`src/rtl/gray_stream_codec_if.sv`:
```
// Stream bundle for the Gray codec: upstream word/mode handshake and downstream result handshake.
interface gray_stream_codec_if #(
  parameter int unsigned WIDTH = 8
);
  logic             mode;
  logic             in_valid;
  logic             in_ready;
  logic [WIDTH-1:0] in_data;
  logic             out_valid;
  logic             out_ready;
  logic [WIDTH-1:0] out_data;
  logic             adj_err;

  // Source/sink side (drives words in, takes results out)
  modport master (
    output mode, in_valid, in_data, out_ready,
    input  in_ready, out_valid, out_data, adj_err
  );

  // Codec side
  modport slave (
    input  mode, in_valid, in_data, out_ready,
    output in_ready, out_valid, out_data, adj_err
  );
endinterface

```
`src/rtl/gray_stream_codec.sv`:
```
// Streaming Gray<->binary converter with a one-deep output register, Gray adjacency
// checking on decode words and a saturating violation counter.
module gray_stream_codec #(
  parameter int unsigned WIDTH = 8,
  parameter int unsigned CNT_W = 8
) (
  input  logic                 clk,
  input  logic                 rst_n,
  gray_stream_codec_if.slave   bus,
  input  logic                 clr_cnt,
  output logic [CNT_W-1:0]     err_cnt
);

  typedef enum logic {EMPTY, FULL} state_t;

  state_t             state_q, state_d;
  logic [WIDTH-1:0]   data_q;
  logic               err_q;
  logic [WIDTH-1:0]   prev_gray_q;
  logic               prev_vld_q;
  logic [CNT_W-1:0]   cnt_q;

  logic               accept;
  logic               consume;
  logic [WIDTH-1:0]   dec;
  logic [WIDTH-1:0]   enc;
  logic [WIDTH-1:0]   diff;
  logic               one_hot;
  logic               flag;

  assign bus.in_ready  = (state_q == EMPTY) || bus.out_ready;
  assign bus.out_valid = (state_q == FULL);
  assign bus.out_data  = data_q;
  assign bus.adj_err   = err_q;
  assign err_cnt       = cnt_q;

  assign accept  = bus.in_valid && bus.in_ready;
  assign consume = bus.out_valid && bus.out_ready;

  // Output register occupancy
  always_comb begin
    state_d = state_q;
    case (state_q)
      EMPTY:   if (accept) state_d = FULL;
      FULL:    if (consume && !accept) state_d = EMPTY;
      default: state_d = EMPTY;
    endcase
  end

  // Conversion and adjacency check; decode bit i is the XOR of input bits i..MSB
  always_comb begin
    dec = '0;
    for (int i = 0; i < int'(WIDTH); i++) begin
      dec[i] = ^(bus.in_data >> i);
    end
    enc     = bus.in_data ^ (bus.in_data >> 1);
    diff    = bus.in_data ^ prev_gray_q;
    one_hot = (diff != '0) && ((diff & (diff - WIDTH'(1))) == '0);
    flag    = !bus.mode && prev_vld_q && !one_hot;
  end

  always_ff @(posedge clk) begin
    if (!rst_n) begin
      state_q     <= EMPTY;
      data_q      <= '0;
      err_q       <= 1'b0;
      prev_gray_q <= '0;
      prev_vld_q  <= 1'b0;
      cnt_q       <= '0;
    end else begin
      state_q <= state_d;
      if (accept) begin
        data_q <= bus.mode ? enc : dec;
        err_q  <= flag;
        // An encode word breaks the Gray sequence, so the next decode word is not checked
        if (bus.mode) begin
          prev_vld_q <= 1'b0;
        end else begin
          prev_gray_q <= bus.in_data;
          prev_vld_q  <= 1'b1;
        end
      end
      if (clr_cnt) begin
        cnt_q <= '0;
      end else if (accept && flag && (cnt_q != '1)) begin
        cnt_q <= cnt_q + CNT_W'(1);
      end
    end
  end

endmodule
```
`src/flat_wrapper.sv`:
```
// flat-port wrapper written by rule: the top's interface ports become plain ports
module gray_stream_codec_flat 
#(
  parameter int unsigned WIDTH = 8,
  parameter int unsigned CNT_W = 8
)
  (clk, rst_n, clr_cnt, err_cnt, bus_mode, bus_in_valid, bus_in_data, bus_out_ready, bus_in_ready, bus_out_valid, bus_out_data, bus_adj_err);
  gray_stream_codec_if #(.WIDTH(WIDTH)) bus_i ();
  input  logic clk;
  input  logic rst_n;
  input  logic clr_cnt;
  output logic [CNT_W-1:0] err_cnt;
  input wire logic [$bits(bus_i.mode)-1:0] bus_mode;
  input wire logic [$bits(bus_i.in_valid)-1:0] bus_in_valid;
  input wire logic [$bits(bus_i.in_data)-1:0] bus_in_data;
  input wire logic [$bits(bus_i.out_ready)-1:0] bus_out_ready;
  output wire logic [$bits(bus_i.in_ready)-1:0] bus_in_ready;
  output wire logic [$bits(bus_i.out_valid)-1:0] bus_out_valid;
  output wire logic [$bits(bus_i.out_data)-1:0] bus_out_data;
  output wire logic [$bits(bus_i.adj_err)-1:0] bus_adj_err;
  assign bus_i.mode = bus_mode;
  assign bus_i.in_valid = bus_in_valid;
  assign bus_i.in_data = bus_in_data;
  assign bus_i.out_ready = bus_out_ready;
  assign bus_in_ready = bus_i.in_ready;
  assign bus_out_valid = bus_i.out_valid;
  assign bus_out_data = bus_i.out_data;
  assign bus_adj_err = bus_i.adj_err;
  gray_stream_codec #(.WIDTH(WIDTH), .CNT_W(CNT_W)) u_core (.clk(clk), .rst_n(rst_n), .bus(bus_i), .clr_cnt(clr_cnt), .err_cnt(err_cnt));
endmodule
```
`config.mk`:
```
export PLATFORM = sky130hd
export DESIGN_NAME = gray_stream_codec_flat
export DESIGN_NICKNAME = d
export VERILOG_FILES = /design/src/rtl/gray_stream_codec_if.sv /design/src/rtl/gray_stream_codec.sv /design/src/flat_wrapper.sv
export SDC_FILE = /design/constraint.sdc
export NUM_CORES = 1
export LEC_CHECK = 0
export CORE_MARGIN = 3
export CORE_UTILIZATION = 50
export DETAILED_ROUTE_END_ITERATION = 10
export GPL_ROUTABILITY_DRIVEN = 0
export PLACE_DENSITY = 0.79
export SYNTH_ARGS = -nofsm -noshare
export SYNTH_HDL_FRONTEND = slang
export SYNTH_SLANG_ARGS = --single-unit
```
`constraint.sdc`:
```
create_clock -name clk -period 2.4 [get_ports clk]
set_input_delay 0.48 -clock clk [delete_from_list [all_inputs] [get_ports clk]]
set_output_delay 0.48 -clock clk [all_outputs]
set_load 0.01 [all_outputs]
```
# Word level (Yosys, flattened, before mapping)
# Cells that the tools add are included.
dict set report totals {
  wordCells 44
  latchBits 0
  in_bits 14
  ramBits 0
  rom_bits 0
  ff_bits 27
  memories 0
  out_inout_bits 19
}
dict set report op_classes {
  bitwise 6
  eq_ne 1
  add_sub_neg 2
  multipliers 0
  n_div 0
  shift 0
  n_mux 5
  order_cmp 0
  reduce_logical 24
}
# operator n
set ops {}
lappend ops {{$reduce_xor A8 Y1} 8}
lappend ops {{$add A8 B1 Y8 const B} 1}
lappend ops {{$and A8 B8 Y8} 1}
lappend ops {{$logic_and A1 B1 Y1} 8}
lappend ops {{$logic_not A8 Y1} 1}
lappend ops {{$mux W8} 1}
lappend ops {{$ne A8 B8 Y1 const B} 1}
lappend ops {{$reduce_bool A8 Y1} 1}
lappend ops {{$sub A8 B1 Y8 const B} 1}
lappend ops {{$xor A8 B7 Y8} 1}
lappend ops {{$xor A8 B8 Y8} 1}
lappend ops {{$logic_not A1 Y1} 3}
lappend ops {{$mux W1} 3}
lappend ops {{$not A1 Y1} 3}
lappend ops {{$pmux W1 S2} 1}
lappend ops {{$reduce_and A2 Y1} 1}
lappend ops {{$reduce_or A2 Y1} 1}
lappend ops {{$logic_or A1 B1 Y1} 1}

# Longest topological paths before layout
# Gate-level depths: netlist of run 1.
dict set report logic_depth {
  ltp_word 9
  mapped_depth 8
  depth_no_buf 7
}

# Worst setup path before layout of run 1
# OpenSTA, ideal clock, no wires.
dict set report synth_timing {
  kind {input -> register}
  startpoint {input port bus_in_data[4]}
  endpoint {register u_core.cnt_q[0], in the netlist u_core.err_cnt[0]}
  setup_ns 0.070
  path_stages 7
  t_arrival_ns 1.939
  required_time_ns 2.330
  slack_ns 0.391
  path_buffers 1
  cell_sequence {buf_2 xnor2_1 nand3_1 or3_1 and4_4 or3_1 a21oi_1}
}
dict set report synth_between {
  elab_chain_len 9
  word_cells_on_any_way 10
  classes_between {add/sub: 1; bitwise: 2; reduce/logical: 7}
}
# element line_no
set synth_lines {}
lappend synth_lines {{from (decl)} flat_wrapper.sv:15} ;# input wire logic [$bits(bus_i.in_data)-1:0] bus_in_data;
lappend synth_lines {{$xor A8 B8 Y8 (*)} gray_stream_codec.sv:57} ;# diff = bus.in_data ^ prev_gray_q;
lappend synth_lines {{$sub A8 B1 Y8} gray_stream_codec.sv:58} ;# one_hot = (diff != '0) && ((diff & (diff - WIDTH'(1))) == '0);
lappend synth_lines {{$and A8 B8 Y8} gray_stream_codec.sv:58}
lappend synth_lines {{$logic_not A8 Y1} gray_stream_codec.sv:58}
lappend synth_lines {{$logic_and A1 B1 Y1 (*)} gray_stream_codec.sv:58}
lappend synth_lines {{$logic_not A1 Y1 (*)} gray_stream_codec.sv:59} ;# flag = !bus.mode && prev_vld_q && !one_hot;
lappend synth_lines {{$logic_and A1 B1 Y1 (*)} gray_stream_codec.sv:59}
lappend synth_lines {{$logic_and A1 B1 Y1 (*) (2 in a row)} gray_stream_codec.sv:85} ;# end else if (accept && flag && (cnt_q != '1)) begin
lappend synth_lines {{to (signal assigned)} gray_stream_codec.sv:86} ;# cnt_q <= cnt_q + CNT_W'(1);
lappend synth_lines {{to (decl)} gray_stream_codec.sv:21} ;# logic [CNT_W-1:0] cnt_q;
# Every way passes the cells marked *; elsewhere a longest branch is shown, timed or not.
# A chain may end at the register's enable or synchronous reset.

# Final worst setup path of run 1
dict set report layout_timing {
  startpoint {input port bus_in_data[2]}
  endpoint {register u_core.cnt_q[6], in the netlist u_core.err_cnt[6]}
}
# The elaborated chain is that of the path after synthesis.

==> metrics.cfg, run 1 <==
[final_layout]
layout_common_cells=clkdlybuf4s50_1 (32), dfxtp_1 (27), buf_4 (18)
n_antenna_cell=0
layout_commonest_cell=clkdlybuf4s50_1
instances_no_fill=250
nets=235
drive_gt1_share_pct=12.3
synthToLayoutAreaGrowth_pct=30.6

[cts]
postCtsSetupRepairBufs=0
cts_tree=yes
cts_resized=0
cts_sinks=27
clk_pin_slew_ns=0.14
holdBufCountCts=0
numCtsBuffers=3
root_buffer=clkbuf_4
ctsLongestPathBuffers=2
clock_latency_ns=0.32
cts_max_level=1

[logic_synthesis]
syn_inst=176
postSynthAreaPerCell_um2=8.71
ys.flop_type=dfxtp_1
ys_warn_count=0
synth_seq_cells=27
synth-edff-count=0
ys_seq_area_share_pct=35.3
synthArstFlopShare_pct=0
synthDistinctLibCells=39
synth_fp_nets=191
synthesis.area_um2=1530

[timing]
setup_viol=0
fmax_mhz=451
min_period_ns=2.22
skew_ns=0.00259
drv_slew=0
hold_viol_final=0
post-route-period-util_pct=92.3
slew_headroom_pct=73.7
fin_ws_ns=0.185
tightest_slew_ns=0.394
rsz0062_at_grt=no

[floorplan]
die_h_um=61.4
rows=19
start_util_pct=54.2
coreArea_um2=2830
dieArea_um2=3770
fp.dieW_um=61.4
io_pins=33

[setup_path]
path_class=input port to flip-flop
crit_fanout=10
cp-start-kind=input port
worstSetupEndpointType=flip-flop
required_ns=2.64
arrival_ns=2.46

[detailed_routing]
postRouteAntennaNets=0
wl_per_cell_um=13.4
dr.first_iter.drc_count=63
wirelength_um=3360
post-route-drc-count=0
firstDrtPassIters=4
drt-vias-per-instance=5.47
vias=1368

[global_routing]
grt_max_degree=22
grt.total_usage_pct=19.1
antenna_found_initial=0
overflow=0
grt_pass1_vias=1333
grt_pass1_wl_um=5510

[status]
status=complete, no violations

[hold_path]
hp-class=flip-flop to flip-flop

[power]
power_density_nw_per_um2=464
peakVddDrop_uv=307
p_leak_nw=0.806

[placement]
portBuffers=32
pre_cts_ws_ns=-0.131
dpl.hpwl_um=2690
placed_cells=246

[run]
maxCapViolCount=0

[flip-flops by register name, summed over array words and instances, names as in the netlist]
name / count
u_core.bus.adj_err: 1
u_core.bus.out_data: 8
u_core.bus.out_valid: 1
u_core.err_cnt: 8
u_core.prev_gray_q: 8
u_core.prev_vld_q: 1
[critical path, cell delays in order]
cell	delay, ns
clkdlybuf4s50_1	0.58
xnor2_4	0.15
nand4b_1	0.17
or3_1	0.42
nand4_1	0.13
buf_4	0.18
a41oi_1	0.12
a211oi_1	0.23
[metal layers]
metal	global-route usage, %	part of all wire (%)	up-vias	wire length (µm)
met4	4.55	0.57	0	19
li1	-	-	700	-
met3	2.52	4.4	2	149
met1	23.8	44	635	1480
met2	34.7	51	31	1710
met5	0	0	-	0
[power breakdown]
part	leakage (nW)	internal, W	total, W	switching [W]
Combinational	0.571	0.000134	0.000248	0.000114
Sequential	0.220	0.000470	0.000484	0.0000133
Clock	0.0150	0.0000650	0.000196	0.000131
Total	0.806	0.000670	0.000928	0.000258
[worst paths after layout]
check | slack [ns] | cells after the start | end | from
worst max-delay path | 0.18 | 8 | u_core.err_cnt[6] | bus_in_data[2]
worst min-delay path | 0.48 | 2 | u_core.bus.out_data[7] | u_core.bus.out_data[7]
worst max register to register | 0.46 | 7 | u_core.err_cnt[6] | u_core.prev_gray_q[2]
worst min register to register | 0.48 | 2 | u_core.bus.out_data[7] | u_core.bus.out_data[7]
[per-stage QoR]
| stage | TNS [ns] | total power (W) | hold WS, ns | instance area [µm²] | utilization [%] |
|---|---|---|---|---|---|
| CTS | 0 | 0.000942 | 0.482 | 2000 | 70.8 |
| global route | 0 | 0.000990 | 0.514 | 2000 | 70.8 |
| floorplan | 0 | 0.000635 | 0.485 | 1530 | - |
| detailed placement | -0.778 | 0.000741 | 0.462 | 1980 | 69.8 |
| global placement | -0.229 | 0.000734 | 0.452 | 1980 | 69.8 |
| finish | 0 | 0.000928 | 0.478 | 2000 | 70.8 |
[Yosys cell counts (3+ instances only)]
library cell	count	share of area, %
nand4_1	4	1.6
nand3_1	8	2.6
a41o_1	3	2.0
a21boi_0	3	1.5
nor2b_1	12	4.9
buf_2	3	0.98
dfxtp_1	27	35
and3_1	8	3.3
and2_1	3	1.2
nor2_1	12	2.9
clkbuf_1	5	1.2
a21oi_1	6	2.0
o21ai_0	9	2.9
xor2_1	10	5.7
mux2i_1	9	5.9
nand2_1	15	3.7
xnor2_1	10	5.7
[area by class of cell]
cell class / instances / area, µm²
inverter: 2 / 7.51
fill: 234 / 827
tap: 31 / 38.8
sequential: 27 / 541
clock buffer: 4 / 26.3
timing repair buffer: 50 / 455
multi-input combinational: 136 / 933
[cells by family (layout without fill, tap and decap cells)]
group | after synthesis | count (layout) | share of synthesized area (%)
simple gates | 70 | 70 | 24.1
mux | 9 | 9 | 5.88
xor+xnor | 23 | 23 | 15.3
fa+ha+maj | 1 | 1 | 0.816
compound gates | 33 | 33 | 14.4
flops | 27 | 27 | 35.3
buf+inv | 13 | 56 | 4.16
Power figures use the tool's default switching activity.
==> inputs of run 2 (changes only) <==
Settings changed: DONT_BUFFER_PORTS set to 1, PLACE_DENSITY 0.79 to not set, SKIP_CTS_REPAIR_TIMING set to 1.
==> run 2 against run 1 <==
- die area stayed put
- sequential power is 2% higher
- hold slack worse by 0.24 ns
- clock skew is 0.016 ns higher
- utilization is 15 points lower
- critical path depth is 2 lower
- combinational power is 42% lower
- routed wire length is 12% lower
- largest cell class unchanged
- largest power group unchanged
- highest routed layer unchanged
==> metrics.cfg, run 2 (synthesis gave the netlist of run 1 again) <==
[detailed_routing]
wl_per_cell_um=14.7
dr.first_iter.drc_count=41
drt-vias-per-instance=5.91
firstDrtPassIters=4
postRouteAntennaNets=0
post-route-drc-count=0
vias=1193
wirelength_um=2970

[timing]
slew_headroom_pct=74.9
skew_ns=0.0183
tns_ns=0
tightest_slew_ns=0.376
drv_slew=0
rsz0062_at_grt=no
min_period_ns=1.94
hold_viol_final=0
setup_viol=0
post-route-period-util_pct=80.9
fmax_mhz=515

[floorplan]
coreArea_um2=2830
io_pins=33
rows=19
fp.dieW_um=61.4
dieArea_um2=3770
die_h_um=61.4
start_util_pct=54.2

[setup_path]
crit_path_frequent_cell=or3_1
crit_chain=xnor2_2, nand4b_1, or3_1, and4_4, or3_1, a21oi_1
startpoint=u_core.prev_gray_q[0]
worstSetupEndpointType=flip-flop
reg2reg_depth=6
path_class=flip-flop to flip-flop
required_ns=2.67
max_stage_delay_ns=0.42
arrival_ns=2.21
crit_family=simple AND/OR/NAND/NOR gates
worst-r2r-setup-slack_ns=0.46
r2r_end=u_core.err_cnt[0]
critPathBufInv=0
crit_fanout=5
crit_slowest_cell=or3_1
cp.depth=6
cp-start-kind=flip-flop
critPathCapture=u_core.err_cnt[0]
r2r_start=u_core.prev_gray_q[0]

[final_layout]
layout_commonest_cell=dfxtp_1
layout_common_cells=dfxtp_1 (27), nand2_1 (15), nor2b_1 (12), nor2_1 (12)
fin_area_um2=1570
n_antenna_cell=0
nets=187
synthToLayoutAreaGrowth_pct=2.12
drive_gt1_share_pct=7.02

[cts]
clock_latency_ns=0.35
root_buffer=clkbuf_4
numCtsBuffers=3
ctsLongestPathBuffers=2
clk_pin_slew_ns=0.16
cts_sinks=27
cts_max_level=1
cts_tree=yes

[placement]
postPlaceCellArea_um2=1540
dpl.hpwl_um=2260
portBuffers=0

[hold_path]
hp-class=input port to flip-flop

[power]
peakVddDrop_uv=252
p_leak_nw=0.610
power_density_nw_per_um2=540

[global_routing]
grt_max_degree=25
grt.total_usage_pct=17.4
grt_pass1_wl_um=4910
overflow=0
antenna_found_initial=0
grt_pass1_vias=1111

[status]
status=complete, no violations

[run]
maxCapViolCount=0

==> run 2: worst min path at each step <==
stage,from,end,slack (ns),cells after the start
floorplan,u_core.bus.out_data[5],u_core.bus.out_data[5],0.49,2
global placement,u_core.bus.out_data[5],u_core.bus.out_data[5],0.50,2
detailed placement,u_core.bus.out_data[5],u_core.bus.out_data[5],0.51,2
CTS,rst_n,u_core.bus.out_data[6],0.23,1
global route,rst_n,u_core.bus.adj_err,0.22,1
finish,rst_n,u_core.bus.out_data[6],0.24,1
==> run 2: power breakdown <==
part	total, W	internal [W]	leakage [nW]	switching [W]
combinational	0.000144	0.0000711	0.376	0.0000726
clock	0.000209	0.0000640	0.0139	0.000144
sequential	0.000493	0.000471	0.220	0.0000219
==> run 2: metrics by stage <==
stage | worst slack (ns) | instances | total power [W] | hold slack [ns] | util, %
6_report | 0.458 | 202 | 0.000845 | 0.238 | 55.3
5_1_grt | 0.273 | 202 | 0.000892 | 0.225 | 55.3
4_1_cts | 0.440 | 202 | 0.000858 | 0.226 | 55.3
3_5_place_dp | 0.362 | 198 | 0.000647 | 0.506 | 54.3
3_3_place_gp | 0.420 | 198 | 0.000644 | 0.501 | 54.3
2_1_floorplan | 0.391 | 176 | 0.000635 | 0.485 | -
==> run 2: cell type report <==
type	instances	area (µm²)
clock buffers	3	22.5
multi-input cells	136	933
repair buffers	2	15.0
fillers	276	1260
flip-flops and latches	27	541
well taps	31	38.8
inverters	2	7.51
clock inverters	1	7.51
==> run 2: metal layers <==
metal / wire length (µm) / global-route usage (%) / vias to the layer above
li1: - / - / 612
met1: 1310 / 21.2 / 548
met2: 1460 / 29.6 / 28
met3: 145 / 3.56 / 5
met4: 51 / 7.27 / 0
met5: 0 / 0 / -
==> patch 1 (config.mk and constraints of run 1) <==
`WIDTH` is set to 8 in 3 places; all go to 10.
--- a/src/rtl/gray_stream_codec_if.sv
+++ b/src/rtl/gray_stream_codec_if.sv
@@ -1,5 +1,5 @@
 // Stream bundle for the Gray codec: upstream word/mode handshake and downstream result handshake.
 interface gray_stream_codec_if #(
-  parameter int unsigned WIDTH = 8
+  parameter int unsigned WIDTH = 10
 );
   logic             mode;
--- a/src/rtl/gray_stream_codec.sv
+++ b/src/rtl/gray_stream_codec.sv
@@ -2,5 +2,5 @@
 // checking on decode words and a saturating violation counter.
 module gray_stream_codec #(
-  parameter int unsigned WIDTH = 8,
+  parameter int unsigned WIDTH = 10,
   parameter int unsigned CNT_W = 8
 ) (
--- a/src/flat_wrapper.sv
+++ b/src/flat_wrapper.sv
@@ -2,5 +2,5 @@
 module gray_stream_codec_flat 
 #(
-  parameter int unsigned WIDTH = 8,
+  parameter int unsigned WIDTH = 10,
   parameter int unsigned CNT_W = 8
 )
Ports: changed (resized bus_in_data and bus_out_data); port bits go from 33 to 37. The function was not compared with the original's and may differ.
==> patch 1 against run 1 <==
Clock skew grew 2.6 ps; cell area grew 19%; hold slack lost 8.2 ps; die area grew 11%; setup slack lost 110 ps; routed wire length grew 28%; count of clock-buffer cells in the layout grew 3; highest routed layer unchanged; area after synthesis grew 12%; maximum frequency shrank 4.8%; power grew 27%; critical path depth grew 1; first-iteration DRC count grew 120%; sequential cell count grew 4.
==> patch 1: results (changes against run 1) <==
[global_route]
grt_usage_pct=22.10  ; +3.0 points
met1_usage_pct=24.03  ; +0.23 points
use_met2_pct=40.34  ; +5.6 points
grt_pass1_wl_um=7182  ; +30%
grt_max_degree=27  ; +23%

[placement]
port_buffers=36  ; +13%
hpwlAfterDp_um=3142  ; +17%
dpl.cell_count=297  ; +21%

[synthesis]
synth.distinct_cells=36  ; -7.7%
synthAdderAreaFrac_pct=0.7305  ; -0.086 points
ys_seq_area_share_pct=36.23  ; +0.97 points
synth.avg_cell_area_sq_um=8.438  ; -3.1%
syn_nets=220  ; +15%
ys_top_cells_by_area=dfxtp_1 36%, xnor2_1 8.7%, xor2_1 6.6%

[sta]
worstMarginPinSlew_ps=412.4  ; +18.05 ps

[routing]
routed-via-count=1636  ; +20%
drt_wl_total_um=4294  ; +28%
met2_length_um=2256  ; +32%
dr.first_iter.drc_count=139  ; +120%

[power]
seq_power_mw=0.558  ; +15%
total_power_mw=1.178  ; +27%
ir_drop_uv=342.5  ; +12%
total_leakage_power_nw=0.9119  ; +13%

[final_layout]
n_fill_cell=246  ; +5.1%
nClkBuffers=7  ; +3
layout-drive-gt1-share_pct=24.62  ; +12 points
seq_cells=31  ; +15%
clkCellAreaFrac_pct=2.093  ; +0.78 points
nMultiInputCombCells=158  ; +16%
n_all_inverters=4  ; +2
nNetsFinal=280  ; +19%

[worst_setup_path]
cp_top_family=compound AO/OA/AOI/OAI gates
slowest_delay_ps=540  ; -40 ps
crit_end=u_core.err_cnt[0]
r2r-start=u_core.prev_gray_q[0]
r2r_slack_ps=90  ; -370 ps
worstSetupStartpoint=bus_in_data[0]

[outcome]
status=finished clean

[clocking]
htreeDepth=2  ; +1
cts_resized=12  ; +12

[patch 1: changes by cell type after synthesis, moves of 6 or more]
cell	delta
a21boi_0	+11
and3_1	-6
mux2i_1	-9
nand2_1	+15
nor2_1	-6
nor2b_1	-8
o21ai_0	+13
xnor2_1	+7
[patch 1: worst min-delay path by stage]
stage,depth (start not counted),endpoint,start
after floorplan,2,u_core.prev_gray_q[0],u_core.prev_gray_q[0]
after global placement,2,u_core.bus.out_data[4],u_core.bus.out_data[4]
after detailed placement,2,u_core.bus.out_data[7],u_core.bus.out_data[7]
after CTS,2,u_core.bus.out_data[7],u_core.bus.out_data[7]
after global routing,2,u_core.bus.out_data[0],u_core.bus.out_data[0]
final,2,u_core.bus.out_data[7],u_core.bus.out_data[7]
[patch 1: per-stage QoR]
stage | setup WS [ps] | utilization [%]
2_1_floorplan | 8.884 | -
3_3_place_gp | -447.8 | 71.83
3_5_place_dp | -518.9 | 71.83
4_1_cts | 17.50 | 74.17
5_1_grt | -50.62 | 75.83
6_report | 73.59 | 75.83
==> patch 2 (config.mk and constraints of run 1) <==
Made on the original files. Make the reset (`rst_n`) asynchronous in one clocked block.
--- a/src/rtl/gray_stream_codec.sv
+++ b/src/rtl/gray_stream_codec.sv
@@ -60,5 +60,5 @@
   end
 
-  always_ff @(posedge clk) begin
+  always_ff @(posedge clk or negedge rst_n) begin
     if (!rst_n) begin
       state_q     <= EMPTY;
Check against the original RTL: differs if rst_n is asserted again (counterexample within 4 cycles, from zero or initial values and one cycle with rst_n low); with rst_n held inactive, the same outputs for 10 cycles.
==> patch 2 against run 1 <==
Routed wire length down 8.5%; critical path depth is the same; count of clock-buffer cells in the layout down 1; first-iteration DRC count decreased by 29%; cell area increased by 0.94%; sequential share of layout area up 6.4 points; sequential cell count unchanged; global-route usage decreased by 1.2 points; core utilization grew 0.068 points; area after synthesis is 1.2% higher; power grew 20%; setup slack worse by 65 ps.
==> patch 2: results (changes against run 1) <==
[outcome]
status=finished clean

[worst_setup_path]
r2r_slack_ps=320  ; -140 ps
cp_top_family=simple AND/OR/NAND/NOR gates
r2r_cells=7  ; unchanged
crit_path_max_fanout=10  ; unchanged
arrival_ps=2540  ; +80 ps
slowest_delay_ps=510  ; -70 ps
r2r-start=u_core.prev_gray_q[0]
r2r_end=u_core.err_cnt[6]
crit_slowest_cell=or4_1

[global_route]
grt_pass1_vias=1133  ; -15%
met1_usage_pct=20.33  ; -3.5 points
use_met2_pct=31.99  ; -2.8 points
grt_use_met3_pct=4.545  ; +2.0 points
grt_usage_pct=17.85  ; -1.2 points
antenna_found_initial=0  ; unchanged
grt_pass1_wl_um=4968  ; -9.9%
grt_max_degree=28  ; +27%

[routing]
dr.first_iter.drc_count=45  ; -29%
viasPerCell=5.362  ; -2.0%
wl_per_cell_um=13.73  ; +2.1%

[synthesis]
synth_xor_area_share_pct=14.03  ; -1.3 points
ys_seq_area_share_pct=43.55  ; +8.3 points
synth-compound-area-share_pct=8.952  ; -5.5 points
ys_top_cells_by_area=dfrtp_1 44%, xnor2_1 6.8%, mux2_2 6.5%
synth.distinct_cells=36  ; -7.7%
synth_flop_cell=dfrtp_1
synth_mux_area_share_pct=11.05  ; +5.2 points
synthAdderAreaFrac_pct=0.8065  ; -0.0099 points
yosys.area.top_type_share_pct=43.55  ; +8.3 points
netlist_top_cells_count=27 x dfrtp_1, 12 x nand2_1, 12 x xnor2_1
synth_async_sr_flop_share_pct=100.0  ; +100 points
syn_nets=161  ; -16%
synth.avg_cell_area_sq_um=10.63  ; +22%

[power]
seq_power_mw=0.552  ; +14%
ir_drop_uv=447.4  ; +46%
p_sw_mw=0.3396  ; +31%
swShare_pct=30.38  ; +2.5 points
total_leakage_power_nw=0.8497  ; +5.4%
pwr-share-comb_pct=32.2  ; +5.5 points

[final_layout]
layout-drive-gt1-share_pct=23.32  ; +11 points
layout.cells.non_filler=224  ; -10%
nNetsFinal=209  ; -11%

[placement]
hpwlAfterDp_um=2387  ; -11%
place_area_sq_um=1993  ; +0.89%
dpl_worst_slack_ps=-224.1  ; -92.77 ps

[sta]
clock_skew_ps=0.9664  ; -1.626 ps
holdWs_ps=497.0  ; +18.59 ps
worstMarginPinSlew_ps=436.2  ; +41.85 ps

[clocking]
cts_resized=0  ; unchanged

[hold_path]
hp-class=input port to asynchronous set/reset pin

patch 2: final cells by class:
| class | count | area (sq um) |
|---|---|---|
| tap | 31 | 38.79 |
| timing repair buffer | 49 | 447.9 |
| fill | 236 | 832.0 |
| clock buffer | 3 | 22.52 |
| sequential | 27 | 675.6 |
| clock inverter | 1 | 5.005 |
| multi-input combinational | 113 | 830.8 |
patch 2: how the worst max path moves through the flow:
stage                   start                 to  slack [ps]
6_report       bus_in_data[0]  u_core.err_cnt[6]         120
5_1_grt        bus_in_data[0]  u_core.err_cnt[6]          60
4_1_cts        bus_in_data[0]  u_core.err_cnt[6]         130
3_5_place_dp   bus_in_data[0]  u_core.err_cnt[6]        -220
3_3_place_gp   bus_in_data[0]  u_core.err_cnt[7]        -110
2_1_floorplan  bus_in_data[3]  u_core.err_cnt[0]         310
patch 2: metal layers:
layer | vias to the layer above | part of all wire, %
li1 | 592 | -
met1 | 579 | 42
met2 | 26 | 52
met3 | 4 | 3.9
met4 | 0 | 1.4
met5 | - | 0
